==> src/rtl/seg_scan_ctrl.sv <==
// Multiplexed 6-digit seven-segment scan controller with per-slot blanking
// and frame-synchronous shadow register loading.
module seg_scan_ctrl #(
  parameter int CLK_DIV   = 50000,
  parameter int BLANK_CYC = 500
) (
  input  logic       sys_clk,
  input  logic       sys_rst_n,
  input  logic       enable,
  input  logic [6:0] seg0,
  input  logic [6:0] seg1,
  input  logic [6:0] seg2,
  input  logic [6:0] seg3,
  input  logic [6:0] seg4,
  input  logic [6:0] seg5,
  input  logic [5:0] dp_in,
  input  logic       upd_req,
  output logic       upd_ack,
  output logic [6:0] seg_bus,
  output logic       dp_n,
  output logic [5:0] dig_sel,
  output logic       frame_done
);

  localparam int            CW         = (CLK_DIV > 2) ? $clog2(CLK_DIV) : 1;
  localparam logic [CW-1:0] CNT_LAST   = CW'(CLK_DIV - 1);
  localparam logic [CW-1:0] BLANK_LAST = (BLANK_CYC > 0) ? CW'(BLANK_CYC - 1) : '0;
  localparam bit            HAS_BLANK  = (BLANK_CYC > 0);

  typedef enum logic [1:0] {
    ST_IDLE  = 2'd0,
    ST_BLANK = 2'd1,
    ST_SHOW  = 2'd2
  } state_t;

  state_t        state_r, state_s;
  logic [CW-1:0] cnt_r, cnt_s;
  logic [2:0]    idx_r, idx_s;
  logic [6:0]    shadow_seg_r [6];
  logic [5:0]    shadow_dp_r;
  logic          upd_ack_r;
  logic          frame_done_r;
  logic          frame_end_s;
  logic          load_s;

  // State, counters and shadow registers
  always_ff @(posedge sys_clk) begin
    if (!sys_rst_n) begin
      state_r      <= ST_IDLE;
      cnt_r        <= '0;
      idx_r        <= 3'd0;
      for (int i = 0; i < 6; i++) shadow_seg_r[i] <= 7'h7F;
      shadow_dp_r  <= 6'b000000;
      upd_ack_r    <= 1'b0;
      frame_done_r <= 1'b0;
    end else begin
      state_r      <= state_s;
      cnt_r        <= cnt_s;
      idx_r        <= idx_s;
      upd_ack_r    <= load_s;
      frame_done_r <= frame_end_s;
      if (load_s) begin
        shadow_seg_r[0] <= seg0;
        shadow_seg_r[1] <= seg1;
        shadow_seg_r[2] <= seg2;
        shadow_seg_r[3] <= seg3;
        shadow_seg_r[4] <= seg4;
        shadow_seg_r[5] <= seg5;
        shadow_dp_r     <= dp_in;
      end else begin
        shadow_dp_r <= shadow_dp_r;
      end
    end
  end

  // Next-state, slot counter and load qualification
  always_comb begin
    state_s     = state_r;
    cnt_s       = cnt_r;
    idx_s       = idx_r;
    frame_end_s = (state_r == ST_SHOW) && (idx_r == 3'd5) && (cnt_r == CNT_LAST);
    // Loads only land between frames so a scan never mixes old and new data.
    load_s      = upd_req && !upd_ack_r && ((state_r == ST_IDLE) || frame_end_s);
    case (state_r)
      ST_IDLE: begin
        cnt_s = '0;
        idx_s = 3'd0;
        if (enable) begin
          state_s = HAS_BLANK ? ST_BLANK : ST_SHOW;
        end else begin
          state_s = ST_IDLE;
        end
      end
      ST_BLANK: begin
        if (!enable) begin
          state_s = ST_IDLE;
          cnt_s   = '0;
          idx_s   = 3'd0;
        end else if (cnt_r == BLANK_LAST) begin
          state_s = ST_SHOW;
          cnt_s   = cnt_r + CW'(1);
        end else begin
          cnt_s   = cnt_r + CW'(1);
        end
      end
      ST_SHOW: begin
        if (!enable) begin
          state_s = ST_IDLE;
          cnt_s   = '0;
          idx_s   = 3'd0;
        end else if (cnt_r == CNT_LAST) begin
          state_s = HAS_BLANK ? ST_BLANK : ST_SHOW;
          cnt_s   = '0;
          idx_s   = (idx_r == 3'd5) ? 3'd0 : idx_r + 3'd1;
        end else begin
          cnt_s   = cnt_r + CW'(1);
        end
      end
      default: begin
        state_s = ST_IDLE;
        cnt_s   = '0;
        idx_s   = 3'd0;
      end
    endcase
  end

  // Display decode, zero latency from state and shadow contents
  always_comb begin
    dig_sel = 6'b111111;
    seg_bus = 7'h7F;
    dp_n    = 1'b1;
    case (state_r)
      ST_SHOW: begin
        if (idx_r <= 3'd5) begin
          dig_sel = ~(6'b000001 << idx_r);
          seg_bus = shadow_seg_r[idx_r];
          dp_n    = ~shadow_dp_r[idx_r];
        end else begin
          dig_sel = 6'b111111;
        end
      end
      default: begin
        dig_sel = 6'b111111;
      end
    endcase
  end

  assign upd_ack    = upd_ack_r;
  assign frame_done = frame_done_r;

endmodule

==> config.mk <==
export PLATFORM = sky130hd
export DESIGN_NAME = seg_scan_ctrl
export DESIGN_NICKNAME = d
export VERILOG_FILES = /design/src/rtl/seg_scan_ctrl.sv
export SDC_FILE = /design/constraint.sdc
export NUM_CORES = 1
export LEC_CHECK = 0
export CAP_MARGIN = 5
export CORE_MARGIN = 2
export CORE_UTILIZATION = 40
export CTS_CLUSTER_DIAMETER = 60
export DETAILED_ROUTE_END_ITERATION = 8
export GPL_TIMING_DRIVEN = 1
export PLACE_DENSITY = 0.65
export SYNTH_ARGS = -nofsm -noshare
export SYNTH_HDL_FRONTEND = slang
export SYNTH_SLANG_ARGS = --single-unit
==> constraint.sdc <==
create_clock -name sys_clk -period 3.95 [get_ports sys_clk]
set_clock_uncertainty 0.15 [all_clocks]
set_input_delay 0.79 -clock sys_clk [delete_from_list [all_inputs] [get_ports sys_clk]]
set_output_delay 0.79 -clock sys_clk [all_outputs]
set_load 0.03 [all_outputs]
# Yosys cells after proc, flatten, opt, wreduce, memory -nomap -nowiden
# Memory sizes are Yosys's and may differ from the RTL's. A register that Yosys moved wholly into a read port is not among the register bits.
# Index checks and enable logic that the tools add are counted.
[totals]
reg_bits = 29
ram_bits = 42
elab_cells = 72
n_memories = 1
[op_classes]
addsub = 2
magnitude_cmp = 2
n_eq_ne = 8
shifts = 1
muxes = 35
n_bitwise = 8
n_reduce_logical = 9
[mem_list]
columns = ["name", "words", "width", "rd", "rd_clocked_by_memory_dff", "write_ports", "line_no", "source"]
rows = [
  ["shadow_seg_r", 6, 7, 1, 1, 6, "39", "logic [6:0] shadow_seg_r [6];"],
]
[ops]
columns = ["cell", "n"]
rows = [
  ["2-to-1 mux 7 bit", 8],
  ["2-to-1 mux 16 bit", 3],
  ["case mux 16 bit (2 select lines)", 1],
  ["2-to-1 mux 3 bit", 6],
  ["adder 16 x 1 -> 16 bit, second input constant", 1],
  ["equality test 16 bit, second input constant", 1],
  ["equality test 16 x 9 -> 1 bit, second input constant", 1],
  ["2-to-1 mux 6 bit", 2],
  ["2-to-1 mux 1 bit", 8],
  ["2-to-1 mux 2 bit", 4],
  ["NOT 6 bit", 1],
  ["OR 1 bit", 6],
  ["case mux 2 bit (3 select lines)", 1],
  ["case mux 3 bit (2 select lines)", 1],
  ["left shift 1 x 3 -> 6 bit, first input constant", 1],
  ["logical AND 1 bit", 4],
  ["< comparator 3 x 4 -> 1 bit, second input constant", 1],
  ["AND reduction 2 bit", 2],
  ["adder 3 x 1 -> 3 bit, second input constant", 1],
  ["binary-select mux 1 bit (select 3 bit)", 1],
  ["equality test 3 bit, second input constant", 1],
  ["less-or-equal comparator 3 bit, second input constant", 1],
  ["inequality test 3 x 2 -> 1 bit, second input constant", 1],
  ["inequality test 3 bit, second input constant", 1],
  ["other kinds (7)", 7],
]

# Depth between registers and ports, before layout
# Gate-level depths: netlist of the first run.
[logic_depth]
ltp_word = 9
depth_mapped = 7
mapped_depth_nobuf = 6

# Least setup slack after synthesis of the first run
# Ideal clock, no wire load.
[synth_path]
path_kind = "input-to-reg"
from = "in upd_req"
to = "mem shadow_seg_r[0][0], enable pin"
setup_ns = 0.406
arrival_ns = 2.558
setup_slack_ns = 0.836
path_stages = 5
path_buffers = 1
path_cell_list = "nor2b_1 -> nand4_1 -> o21ai_1 -> buf_4 -> nand2b_1"
[synth_rtl]
columns = ["element", "line_no", "source"]
rows = [
  ["start: declaration", "17", "input logic upd_req,"],
  ["end: declaration", "39", ""],
]

==> results of run 1 <==
## final timing paths
check,to,slack (ns),depth (start not counted)
setup / recovery,seg_bus[1],0.52,4
setup reg to reg,shadow_seg_r[4][4],1.39,7
hold / removal,shadow_dp_r[1],0.31,2
hold reg to reg,shadow_dp_r[1],0.31,2
## layout make-up
| class | count | area [um^2] |
|---|---|---|
| sequential | 74 | 1900 |
| tap | 108 | 135 |
| clock buffer | 11 | 131 |
| multi-input combinational | 214 | 1560 |
| clock inverter | 5 | 31.3 |
| timing repair buffer | 71 | 696 |
| inverter | 5 | 18.8 |
| fill | 798 | 4200 |
## synthesized netlist by cell type (2+ instances only)
master    instances  area, um^2
nand2_1          43         161
nand3b_1         43         323
edfxtp_1         42        1260
dfxtp_1          32         641
mux2i_1          16         160
clkbuf_1         14        52.6
nor3_1           14        70.1
nand3_1          12        60.1
o21ai_0          10        50.1
mux4_2            8         180
buf_2             7        35.0
ha_1              6        75.1
xor2_1            6        52.6
inv_1             5        18.8
nor2_1            5        18.8
xnor2_1           5        43.8
and2_1            4        25.0
nand4_1           4        25.0
a211oi_1          3        22.5
a21oi_1           3        15.0
and4_1            3        26.3
buf_4             2        15.0
nand2b_1          2        12.5
nand4_2           2        25.0
nor2b_1           2        12.5
nor4_1            2        12.5
o31ai_1           2        15.0
or4_1             2        15.0
## power groups by stage
stage,Sequential [mW],Combinational [mW],Clock (mW)
finish,0.848,0.138,0.508
CTS,0.848,0.140,0.515
detailed placement,0.866,0.139,0
global placement,0.866,0.138,0
floorplan,0.865,0.0695,0
global route,0.850,0.151,0.539
## logic make-up after synthesis
family / count (synthesis) / share of synthesized area [%]
and+or+nand+nor: 146 / 24.1
DFF: 74 / 53.2
buffers and inverters: 29 / 3.50
AOI/OAI and AO/OA: 26 / 4.65
muxes: 25 / 9.83
xor gates and xnor gates: 11 / 2.69
adders and majority gates: 6 / 2.10
## metal layers
| metal | share of wire [%] | track usage (%) |
|---|---|---|
| met5 | 0 | 0 |
| met4 | 1.6 | 6.32 |
| met3 | 4.4 | 2.98 |
| met2 | 46 | 24.8 |
| met1 | 48 | 22.5 |
## worst reg2reg max path, delay by kind of cell, from the launching register on
kind	cells	cell delay, ns
buffers and inverters	2	0.54
flip-flops	1	0.34
AO/OA/AOI/OAI	1	0.18
AND/OR/NAND/NOR	3	0.68
adder cells (fa/ha/maj)	1	0.31
## registers in the layout, summed over array words and instances, names as in the netlist, named ones only
| signal | cells |
|---|---|
| cnt_r | 16 |
| shadow_seg_r | 42 |
| state_r | 2 |
| shadow_dp_r | 6 |
| idx_r | 3 |
| upd_ack | 1 |
| frame_done | 1 |
## per-stage QoR
stage	instances	cell area [um^2]	util, %	power (mW)	hold slack (ns)
floorplan	317	3580	-	0.934	0.282
global placement	472	4320	49.7	1.00	0.294
detailed placement	472	4320	49.7	1.00	0.301
CTS	488	4480	51.6	1.50	0.312
global route	488	4480	51.6	1.54	0.332
finish	488	4480	51.6	1.49	0.311
==> flow_metrics.tcl, run 1 <==
set metrics [dict create \
    status "finished, final reports clean" \
    leakage_nw 1.35 \
    num_io_pins 68 \
    die-area_um2 9720 \
    synth_seq_area_share_pct 53.2 \
    grt_pass1_wl_um 12500 \
    pwr-share-comb_pct 9.3 \
    grt_pass1_vias 2517 \
    worst-path-buf-inv 1 \
    power_density_nw_per_um2 334 \
    place.gp.congestion 0.758 \
    via_per_inst 5.31 \
    clock-sinks 74 \
    setup_slack_ns 0.521 \
    maxSlewHeadroom_pct 52.2 \
    synthDistinctLibCells 46 \
    hp-class "reg -> reg" \
    period_share_pct 86.8 \
    critPathKind "reg -> out" \
    syn2layout_area_growth_pct 25.2 \
    overflow 0 \
    fmaxAchievable_ghz 0.292 \
    timing.rr.start "state_r[0]" \
    worstSkewPairLatency_ns 0.34 \
    hold_violations 0 \
    core-area_um2 8680 \
    vdd_ir_drop_max_mv 0.135 \
    die_w_um 98.6 \
    dp_slack_ns 0.837 \
    arrival_ns 2.49 \
    critPathTopFamily "flip-flops" \
    synthArstFlopShare_pct 0 \
    synth_top_flop_cell "edfxtp_1" \
    final_common_cell "clkdlybuf4s50_1" \
    cp.required_ns 3.01 \
    post-dp-hpwl_um 5090 \
    antenna_found_initial 0 \
    worstMarginPinSlew_ns 0.716 \
    start_util_pct 41.2 \
    endpoint_kind "output port" \
    ant_nets 0 \
    final_cell_mix "clkdlybuf4s50_1 (66), nand2_1 (43), nand3b_1 (43)" \
    yosysWarnings 0 \
    cpPeakStageDelay_ns 0.70 \
    port_buffers 67 \
    maxSlewViolCount 0 \
    grt_max_degree 50 \
    rows 34 \
    syn_inst 317 \
    cp_slowest_cell "dfxtp_1" \
    worstPathCellList "mux4_2 -> o21ai_0 -> nand2_1 -> clkdlybuf4s50_1" \
    postCtsSetupBuffers 0 \
    cts-root-buf "clkbuf_8" \
    htreeDepth 3 \
    post_cts_resized 0 \
    ys_ff_latch 74 \
    fin_nets 433 \
    path_clk_slew_ns 0.08 \
    wl_per_cell_um 15.5 \
    insertedDiodeCount 0 \
    gr-usage-all-layers_pct 16.0 \
    drc_errors 0 \
    rsz0062_at_grt "no" \
    clock_power_share_pct 34.0 \
    wirelength_um 7580 \
    cts_tree "built" \
    crit_fanout 10 \
    final_layout_size_suffix_gt1_share_pct 9.21 \
    drt_iter0_drc 79 \
    switching_share_pct 23.7 \
    p_seq_share_pct 56.7 \
    cts_buffer_depth 2 \
    syn_area_um2 3580 \
    internal_power_mw 1.14 \
    routed-via-count 2589 \
    postCtsHoldBufs 0 \
    worstHoldStart "shadow_dp_r[1]" \
    fin_tns_setup_ns 0 \
    synth_nets 375 \
    synth-edff-count 42 \
    cts_buffers 9 \
    syn_area_per_cell_um2 11.3 \
    period_minus_slack_ns 3.43 \
    switching_power_uw 353 \
    die_h_um 98.6 \
    dr.pass1.iters 4 \
    cp-start-kind "register" \
    setup_viol 0 \
    cap_violations 0 \
]
No activity file was read; power rests on OpenSTA's default activity.
==> inputs of run 2 (changes only) <==
GPL_TIMING_DRIVEN = 0   (was 1)
==> run 2 against run 1 <==
Fmax down 7.4%; first-iteration DRC count up 57%; non-clock buffer count up 20; largest power group unchanged; register-to-register slack worse by 0.49 ns; combinational power up 8%; sequential power about the same; sequential share of layout area down 1.3 points.
==> flow_metrics.tcl, run 2 (same netlist as run 1, synthesis figures left out) <==
set metrics [dict create \
    ant_nets 0 \
    fmaxAchievable_ghz 0.270 \
    top_regs "shadow_seg_r: 42 flops, cnt_r: 16 flops, shadow_dp_r: 6 flops" \
    leakage_nw 1.41 \
    rsz0062_at_grt "no" \
    period_minus_slack_ns 3.70 \
    crit_fanout 10 \
    wirelength_um 8230 \
    timing.rr.end "shadow_seg_r[3][1]" \
    start_util_pct 41.2 \
    htreeDepth 3 \
    die_w_um 98.6 \
    cts_tree "built" \
    hp-class "reg -> reg" \
    clock-sinks 74 \
    critPathKind "reg -> out" \
    timing.rr.start "state_r[0]" \
    worstMarginPinSlew_ns 0.710 \
    path_clk_slew_ns 0.08 \
    min_delay_worst_endpoint "shadow_dp_r[2]" \
    rrSetupSlack_ns 0.90 \
    gr-usage-all-layers_pct 17.2 \
    status "finished, final reports clean" \
    power_density_nw_per_um2 356 \
    final_cells 507 \
    maxSlewViolCount 0 \
    vdd_ir_drop_max_mv 0.187 \
    routed-via-count 2715 \
    worstHoldStart "shadow_dp_r[2]" \
    rows 34 \
    drc_errors 0 \
    num_io_pins 68 \
    worstSkewPairLatency_ns 0.34 \
    final_layout_size_suffix_gt1_share_pct 10.0 \
    final_cell_mix "clkdlybuf4s50_1 (66), nand2_1 (43), nand3b_1 (43)" \
    largest_register "shadow_seg_r" \
    setup_viol 0 \
    via_per_inst 5.36 \
    grt_pass1_vias 2789 \
    total_power_mw 1.65 \
    die_h_um 98.6 \
    insertedDiodeCount 0 \
    r2r_cells 8 \
    grt_pass1_wl_um 13200 \
    core-area_um2 8680 \
    setup_slack_ns 0.245 \
    cts_buffers 9 \
    drt_iter0_drc 124 \
    maxSlewHeadroom_pct 52.6 \
    cap_violations 0 \
    wl_per_cell_um 16.2 \
    dr.pass1.iters 4 \
    cp-start-kind "register" \
    postCtsSetupBuffers 0 \
    syn2layout_area_growth_pct 29.2 \
    postCtsHoldBufs 0 \
    place.gp.congestion 0.791 \
    fillers 789 \
    fin_nets 453 \
    overflow 0 \
    cts-root-buf "clkbuf_8" \
    dp.cells 492 \
    hold_violations 0 \
    die-area_um2 9720 \
    grt_max_degree 25 \
    final_common_cell "clkdlybuf4s50_1" \
    port_buffers 66 \
    largest_reg_flops 42 \
    arrival_ns 2.76 \
    whs_path_depth 2 \
    post-dp-hpwl_um 5920 \
    period_share_pct 93.8 \
    cts_buffer_depth 2 \
    dp_slack_ns 0.489 \
    cp.required_ns 3.01 \
    endpoint_kind "output port" \
    antenna_found_initial 0 \
]
[run 2: through the flow]
stage,hold slack [ns],TNS [ns],area (um^2),utilization (%)
after global routing,0.335,0,4620,53.2
after floorplan,0.282,0,3580,-
after detailed placement,0.296,0,4400,50.7
final,0.309,0,4620,53.2
after global placement,0.295,-9.63,4370,50.4
after CTS,0.313,0,4620,53.2
[run 2: worst max path at each step]
| stage | start | end | slack (ns) | cells past startpoint |
|---|---|---|---|---|
| finish | register | seg_bus[3] | 0.25 | 6 |
| floorplan | upd_req | shadow_seg_r[0][0] | 0.84 | 5 |
| global route | register | seg_bus[4] | 0.01 | 6 |
| global placement | upd_req | shadow_seg_r[4][1] | -0.23 | 6 |
| CTS | register | seg_bus[3] | 0.1 | 6 |
| detailed placement | register | seg_bus[3] | 0.49 | 6 |
[run 2: worst max-delay path: stages, from the launching register on]
cell and delay, ns:
dfxtp_1 0.32, clkbuf_1 0.34, clkbuf_4 0.37, mux4_2 0.54, o21ai_0 0.16, nand2_1 0.07
clkdlybuf4s50_1 0.62
[run 2: repair_timing]
item	4_1_cts	5_1_grt
hold endpoints to repair	0	0
resized for setup	0	1
setup endpoints to repair	0	2
[run 2: final cells by class]
class	instances	area, um^2	area share [%]
sequential	74	1900	41.2
multi-input combinational	214	1550	33.6
timing repair buffer	67	688	14.9
tap	108	135	2.92
clock buffer	9	124	2.68
buffer	24	109	2.36
clock inverter	6	91.3	1.98
inverter	5	18.8	0.406
[run 2: per-layer routing]
layer  part of all wire [%]  wire length (um)  global-route usage [%]  vias up
met5                      0                 0                       0        -
li1                       -                 -                       -     1317
met2                     50              4080                    29.9       74
met4                    1.3               105                    5.80        0
met1                     45              3680                    21.2     1312
met3                    4.4               364                    3.97       12
[run 2: where the power goes]
| part | total, mW | internal, mW | leakage [nW] | switching, mW |
|---|---|---|---|---|
| Combinational | 0.149 | 0.0796 | 0.724 | 0.0692 |
| Sequential | 0.847 | 0.840 | 0.592 | 0.00754 |
| Clock | 0.649 | 0.354 | 0.0979 | 0.295 |
| Total | 1.65 | 1.27 | 1.41 | 0.372 |
